## src/rtl/sanduba_dispense_arbiter.sv

```systemverilog
// Round-robin share of one sandwich dispenser among N_REQ front-ends, with per-item stock and a delivery timeout.
// Latency: req -> gnt 1 cycle, -> disp_start 2 cycles, done/fail within 4+TTD of grant; req is a held level, no backpressure beyond gnt.
module sanduba_dispense_arbiter #(
  parameter int N_REQ      = 2,
  parameter int TTD        = 10,
  parameter int STOCK_W    = 4,
  parameter int STOCK_INIT = 8
) (
  input  logic               clock,
  input  logic               reset,
  input  logic [N_REQ-1:0]   req,
  input  logic [2*N_REQ-1:0] item,
  input  logic               disp_ack,
  input  logic               reload,
  output logic [N_REQ-1:0]   gnt,
  output logic [N_REQ-1:0]   done,
  output logic [N_REQ-1:0]   fail,
  output logic               disp_start,
  output logic [1:0]         disp_item,
  output logic               busy,
  output logic [2:0]         stock_empty
);

  localparam int IW = (N_REQ > 1) ? $clog2(N_REQ) : 1;
  localparam int TW = (TTD > 1) ? $clog2(TTD) : 1;

  typedef enum logic [2:0] {
    S_IDLE,
    S_CHECK,
    S_FIRE,
    S_WAIT,
    S_RESP
  } state_t;

  state_t               state_q, state_d;
  logic [IW-1:0]        ptr_q, w_q, win, cand;
  logic                 win_vld;
  logic [1:0]           item_q;
  logic [TW-1:0]        timer_q;
  logic                 ok_q, ok_d;
  logic [STOCK_W-1:0]   stock_q [3];
  logic [STOCK_W-1:0]   stock_sel;
  logic [N_REQ-1:0]     w_oh;
  logic                 timeout;

  // First requester at or above ptr, wrapping around.
  always_comb begin
    win     = '0;
    win_vld = 1'b0;
    cand    = '0;
    for (int i = N_REQ - 1; i >= 0; i--) begin
      cand = IW'((int'(ptr_q) + i) % N_REQ);
      if (req[cand]) begin
        win     = cand;
        win_vld = 1'b1;
      end
    end
  end

  always_comb begin
    stock_sel = '0;
    for (int k = 0; k < 3; k++) begin
      if (item_q == 2'(k + 1)) stock_sel = stock_q[k];
    end
  end

  assign timeout = (timer_q == TW'(TTD - 1));

  always_comb begin
    state_d = state_q;
    ok_d    = ok_q;
    case (state_q)
      S_IDLE:  if (win_vld) state_d = S_CHECK;
      S_CHECK: begin
        if (item_q == 2'b00 || stock_sel == '0) begin
          ok_d    = 1'b0;
          state_d = S_RESP;
        end else begin
          state_d = S_FIRE;
        end
      end
      S_FIRE:  state_d = S_WAIT;
      S_WAIT: begin
        if (disp_ack) begin
          ok_d    = 1'b1;
          state_d = S_RESP;
        end else if (timeout) begin
          ok_d    = 1'b0;
          state_d = S_RESP;
        end
      end
      S_RESP:  state_d = S_IDLE;
      default: state_d = S_IDLE;
    endcase
  end

  always_ff @(posedge clock) begin
    if (reset) begin
      state_q <= S_IDLE;
      ptr_q   <= '0;
      w_q     <= '0;
      item_q  <= 2'b00;
      timer_q <= '0;
      ok_q    <= 1'b0;
    end else begin
      state_q <= state_d;
      ok_q    <= ok_d;
      if (state_q == S_IDLE && win_vld) begin
        w_q    <= win;
        item_q <= item[{win, 1'b0} +: 2];
      end
      if (state_q == S_FIRE) begin
        timer_q <= '0;
      end else if (state_q == S_WAIT && !disp_ack && !timeout) begin
        timer_q <= timer_q + 1'b1;
      end
      if (state_q == S_RESP) begin
        ptr_q <= (w_q == IW'(N_REQ - 1)) ? '0 : w_q + 1'b1;
      end
    end
  end

  // Reload overrides a same-cycle decrement; CHECK guarantees stock > 0 here.
  always_ff @(posedge clock) begin
    for (int k = 0; k < 3; k++) begin
      if (reset || reload) begin
        stock_q[k] <= STOCK_W'(STOCK_INIT);
      end else if (state_q == S_WAIT && disp_ack && item_q == 2'(k + 1)) begin
        stock_q[k] <= stock_q[k] - 1'b1;
      end
    end
  end

  assign w_oh       = N_REQ'(1) << w_q;
  assign busy       = (state_q != S_IDLE);
  assign gnt        = busy ? w_oh : '0;
  assign done       = (state_q == S_RESP && ok_q) ? w_oh : '0;
  assign fail       = (state_q == S_RESP && !ok_q) ? w_oh : '0;
  assign disp_start = (state_q == S_FIRE);
  assign disp_item  = item_q;

  always_comb begin
    for (int k = 0; k < 3; k++) stock_empty[k] = (stock_q[k] == '0);
  end

endmodule

```

## config.mk

```make
export PLATFORM = sky130hd
export DESIGN_NAME = sanduba_dispense_arbiter
export DESIGN_NICKNAME = d
export VERILOG_FILES = /design/src/rtl/sanduba_dispense_arbiter.sv
export SDC_FILE = /design/constraint.sdc
export NUM_CORES = 1
export LEC_CHECK = 0
export CAP_MARGIN = 5
export CORE_AREA = 2 2 56 58
export DETAILED_ROUTE_END_ITERATION = 6
export DIE_AREA = 0 0 58 60
export GPL_TIMING_DRIVEN = 1
export PLACE_DENSITY = 0.69
export SYNTH_ARGS = -nofsm -noshare
export SYNTH_HDL_FRONTEND = slang
export SYNTH_SLANG_ARGS = --single-unit
```

## constraint.sdc

```tcl
create_clock -name clock -period 1.8 [get_ports clock]
set_clock_uncertainty 0.15 [all_clocks]
set_input_delay 0.18 -clock clock [delete_from_list [all_inputs] [get_ports clock]]
set_output_delay 0.18 -clock clock [all_outputs]
set_load 0.005 [all_outputs]
```

* Word-level counts from Yosys, hierarchy flattened
Memories as Yosys holds them, arrays and structs flattened. Cells that the tools add are included.
Storage, ports and cells: output and inout bits 13, word-level logic and storage cells 94, memories kept 1, bits in writable memories 12, input port bits 10, bits in registers 12, bits in latches 0, memory bits (read-only) 0
Memories:
- stock_q | depth 3, bits a word 4, rd ports 3, clocked after memory_dff 0, wr ports 3, line 41 | logic [STOCK_W-1:0] stock_q [3];
Cells by class: shift-type cells 2, multipliers 0, reduce and logical (&&, ||, !) cells 25, equality and inequality tests 11, bitwise gates (word level) 3, divide/modulo/power cells 0, add/subtract/negate cells 6, $lt $le $gt $ge 2, multiplexer cells 38
Operators by type and width (number):
- two-way mux 4 bit | 6
- two-way mux 1 bit | 23
- zero test 4 bit | 4
- two-way mux 3 bit | 4
- case mux 3 bit (4 select lines) | 1
- subtractor 4 x 1 -> 4 bit, second input constant | 3
- logical AND 1 bit | 9
- equality test 3 x 2 -> 1 bit, second input constant | 2
- two-way mux 2 bit | 3
- adder 4 x 1 -> 4 bit, second input constant | 1
- equality test 2 bit, second input constant | 2
- equality test 4 bit, second input constant | 1
- < comparator 1 x 2 -> 1 bit, second input constant | 2
- != test 2 bit, second input constant | 2
- variable part select 4 x 3 -> 2 bit | 1
- equality test 3 x 1 -> 1 bit, second input constant | 1
- equality test 3 bit, second input constant | 1
- zero test 1 bit | 3
- zero test 3 bit | 1
- != test 3 bit, second input constant | 1
- OR 1 bit | 3
- AND reduction 3 bit | 1
- nonzero test 3 bit | 1
- adder 1 bit, second input constant | 2
- other kinds (8) | 9

* Depth between registers and ports, before layout
depth after elaboration 8, depth in mapped cells 6, depth with buffers taken out 6

* Worst setup path after synthesis
No wires, ideal clock.
path type register to register, start point reg state_q[1], end point mem stock_q[0][3] (data pin), stages on the path, launching flop included 6, data required time 1385 ps, path slack -130 ps, setup time 265 ps, data arrival time 1515 ps, clock period less this slack 1930 ps, path buffers 1, path through dfxtp_1 and4b_1 buf_4 nand2_2 or4_4 or3_1
RTL lines:
- start, declared | line 35 | state_t state_q, state_d;
- start signal, assigned | line 106 | state_q <= state_d;
- end, declared | line 41

==> results.md <==
- CP startpoint: state_q[2]
- Slew HR: 0.767
- DRC: 0
- IO Count: 23
- Vias per cell: 5.22
- Hold-fix buffers, CTS: 0
- Fmax achieved: 554 MHz
- GR met2 Demand/Resource: 0.318
- Worst Setup Start Kind: flip-flop
- Clock group share of total power: 0.197
- Fin. Hold Viols: 0
- Placed Area: 1650 um^2
- Crit-path max FO: 4
- Failing checks: negative setup slack
- Top_reg_cell synth: edfxtp_1
- Nets@finish: 198
- Max IR drop VDD: 513 uV
- Drt wl/cell: about 13 um
- CP arrival: roughly 1700 ps
- WL final: 2780 um
- Worst slew pin tran: between 300 and 400 ps
- Top Usage Layer GRT: met2
- Via Count: about 1100
- # diodes: 0
- Worst Hold Slack: 363 ps
- Syn Inst Count: approximately 130
- Number of global-route vias before repair: 1157
- Drt pass-1 iters: 4
- HP Class: flip-flop to flip-flop
- Worst reg2reg path endpoint: stock_q[0][3]
- Clock transition at path regs: roughly 130 ps
- Hold path startpoint: timer_q[1]
- Iteration-0 DRC Markers: 52
- Reg area: 606 um^2
- Num CTS Buffers: 3
- Ys async rst share: 0
- Sequential area share after synthesis: 0.472
- Sw frac: 0.280
- CTS root buffer: clkbuf_4
- Syn-to-layout area delta: 40.5%
- Die Y: 60 um
- Syn_area_per_cell: 9.50 um^2
- Gr usage total: 0.183
- PwrDens: roughly 670 nW/um^2
- Worst Path Required: roughly 1700 ps
- Multi-input logic area: 687 um^2
- GRT overflow: 0
- Starting Density: 0.438
- Max Buffers Root-to-Sink: 2
- CTS tree: built
- Unrepaired setup endpoints after global routing: yes
- M1 GR Usage: 0.221
- Internal: 0.000868 W
- Die area: ~3500 um^2
- H-tree depth: 1
- FILL cells: 264
- Tot Pwr: 0.00121 W
- Port bufs: 22
- Critical path class: flip-flop to flip-flop
- Seq cells post-synth: 24
- Flop2flop setup slack: -4 ps
- Sequential share of power: 0.525
- Path depth of the worst reg2reg path: 4
- Finished Cell Area: around 1800 um^2
- Die Span X: 58 um
- Max Cap Violations: 0
- Antenna violations before repair: 0
- Fin crit share: 1.00
- CP Capture Point: stock_q[0][3]
- Worst r2r src: state_q[2]
- Hpwl dp: 2040 um
- Switching pwr: 0.000337 W
- Final Max Tran Viols: 0
- Final Non-Filler Cells: ~220
- Core Box Area: 2900 um^2
- Status: complete, but fails checks
- Synth Cell Area: 1270 um^2
- Routability cong.: 0.826
- Cell variety after synth: 40
- Layout cell share with drive strength beyond 1: 0.313
- Period minus WS final: 1800 ps
- First-pass GRT wire length: 4900 um
- Site row count: 20
- Largest net degree at the start of global routing: 14
- Crit end category: flip-flop
- DRT antenna net count: 0
- Final setup vio count: 2
- Leak: 0.747 nW
- Met3 Usage GRT: 0.0303
- Number of synthesized flops with an enable pin: 12
- Total Neg Setup Slack: -6.93 ps
- Clock Latency Late Sink: roughly 310 ps
- Placed insts: 202
- Worst setup margin: -3.52 ps
- Clock Sink Count: 24
- Synth warn: 0
- Syn_nets: ~150
- Combinational share of power: 0.278
==> placed cells by master, fill, tap and decap left out, types with 2 or more instances in the layout <==
| cell type | count |
|---|---|
| buf_4 | 25 |
| o21ai_0 | 2 |
| a21oi_1 | 2 |
| or4_4 | 2 |
| clkdlybuf4s50_1 | 11 |
| nand2_1 | 3 |
| or3_1 | 2 |
| nand3_1 | 2 |
| nand2b_1 | 2 |
| dlygate4sd2_1 | 5 |
| clkbuf_4 | 3 |
| nor2b_1 | 2 |
| a211oi_1 | 4 |
| nand4_1 | 3 |
| inv_1 | 12 |
| buf_2 | 2 |
| ha_1 | 4 |
| and4b_1 | 2 |
| mux2i_1 | 2 |
| nor3_2 | 4 |
| edfxtp_1 | 12 |
| xor2_1 | 3 |
| xnor2_1 | 4 |
| dfxtp_2 | 4 |
| nor3b_2 | 4 |
| dfxtp_1 | 8 |
| clkbuf_2 | 4 |
| nor2_1 | 25 |
| nand3b_1 | 3 |
==> synthesized netlist by cell type (all sizes together) (2+ instances only) <==
library cell / count / area (um^2)
nor2: 25 / 93.8
dfxtp: 12 / 240
edfxtp: 12 / 360
inv: 12 / 45.0
nor3: 6 / 30.0
ha: 5 / 62.6
a211oi: 4 / 30.0
nand2: 4 / 17.5
nor3b: 4 / 30.0
xnor2: 4 / 35.0
clkbuf: 3 / 11.3
nand3b: 3 / 22.5
nand4: 3 / 18.8
xor2: 3 / 26.3
a21oi: 2 / 10.0
and4b: 2 / 20.0
mux2i: 2 / 20.0
nand2b: 2 / 12.5
nand3: 2 / 10.0
nor2b: 2 / 12.5
nor4: 2 / 12.5
o21ai: 2 / 10.0
or3: 2 / 12.5
or4: 2 / 18.8
==> layer usage <==
metal / share of wire / vias up / routed length (um)
met5: 0 / - / 0
li1: - / 574 / -
met4: 0.018 / 0 / 49
met2: 0.49 / 28 / 1370
met1: 0.44 / 514 / 1240
met3: 0.045 / 6 / 126
==> what timing repair did <==
action | CTS | global route
pin swaps | 3 | 2
resized for setup | 31 | 13
cloned | 0 | 0
hold endpoints to repair | 0 | 0
setup endpoints to repair | 12 | 15
setup buffers | 9 | 0
==> cells by family after synthesis <==
| kind of cell | count (synthesis) | synth area share |
|---|---|---|
| AOI/OAI and AO/OA | 17 | 0.0983 |
| adders and majority gates | 5 | 0.0492 |
| buffers and inverters | 16 | 0.0501 |
| DFF | 24 | 0.472 |
| xor gates and xnor gates | 7 | 0.0482 |
| muxes | 2 | 0.0157 |
| and+or+nand+nor | 63 | 0.266 |
==> how the worst min path moves through the flow <==
stage	slack, ps	cells after the start	endpoint
6_report	360	2	timer_q[1]
4_1_cts	360	3	disp_item[1]
5_1_grt	370	3	disp_item[1]
3_3_place_gp	330	2	timer_q[1]
3_5_place_dp	340	2	timer_q[1]
2_1_floorplan	260	2	disp_item[0]
==> state kept, by name (all words and copies together), names as in the netlist <==
signal,cells
stock_q,12
timer_q,4
state_q,3
disp_item,2
ok_q,1
ptr_q,1
w_q,1
==> power groups by stage <==
stage	logic (W)	clock network [W]	registers, W
final	0.000335	0.000238	0.000633
after global routing	0.000371	0.000268	0.000638
after CTS	0.000335	0.000244	0.000631
after detailed placement	0.000294	0	0.000642
after global placement	0.000289	0	0.000641
after floorplan	0.000144	0	0.000646
==> area by class of cell <==
type	instances	area share
Timing Repair Buffer	48	0.214
Inverter	12	0.0252
Clock buffer	3	0.0126
Tap cell	33	0.0231
Multi-Input combinational cell	94	0.384
Sequential cell	24	0.339
Clock inverter	1	0.00210
==> worst max-delay path: stages, from the launching register on <==
cell,delay (ps)
dfxtp_2,360
and4b_1,280
nand2_2,60
or4_4,410
or3_1,310
==> per-stage QoR <==
| step | setup WS, ps | utilization |
|---|---|---|
| 4_1_cts | -3.68 | 0.619 |
| 3_5_place_dp | -329 | 0.567 |
| 2_1_floorplan | -108 | - |
| 6_report | -3.52 | 0.616 |
| 3_3_place_gp | -317 | 0.567 |
| 5_1_grt | -80.8 | 0.616 |
Power figures use the tool's default switching activity.
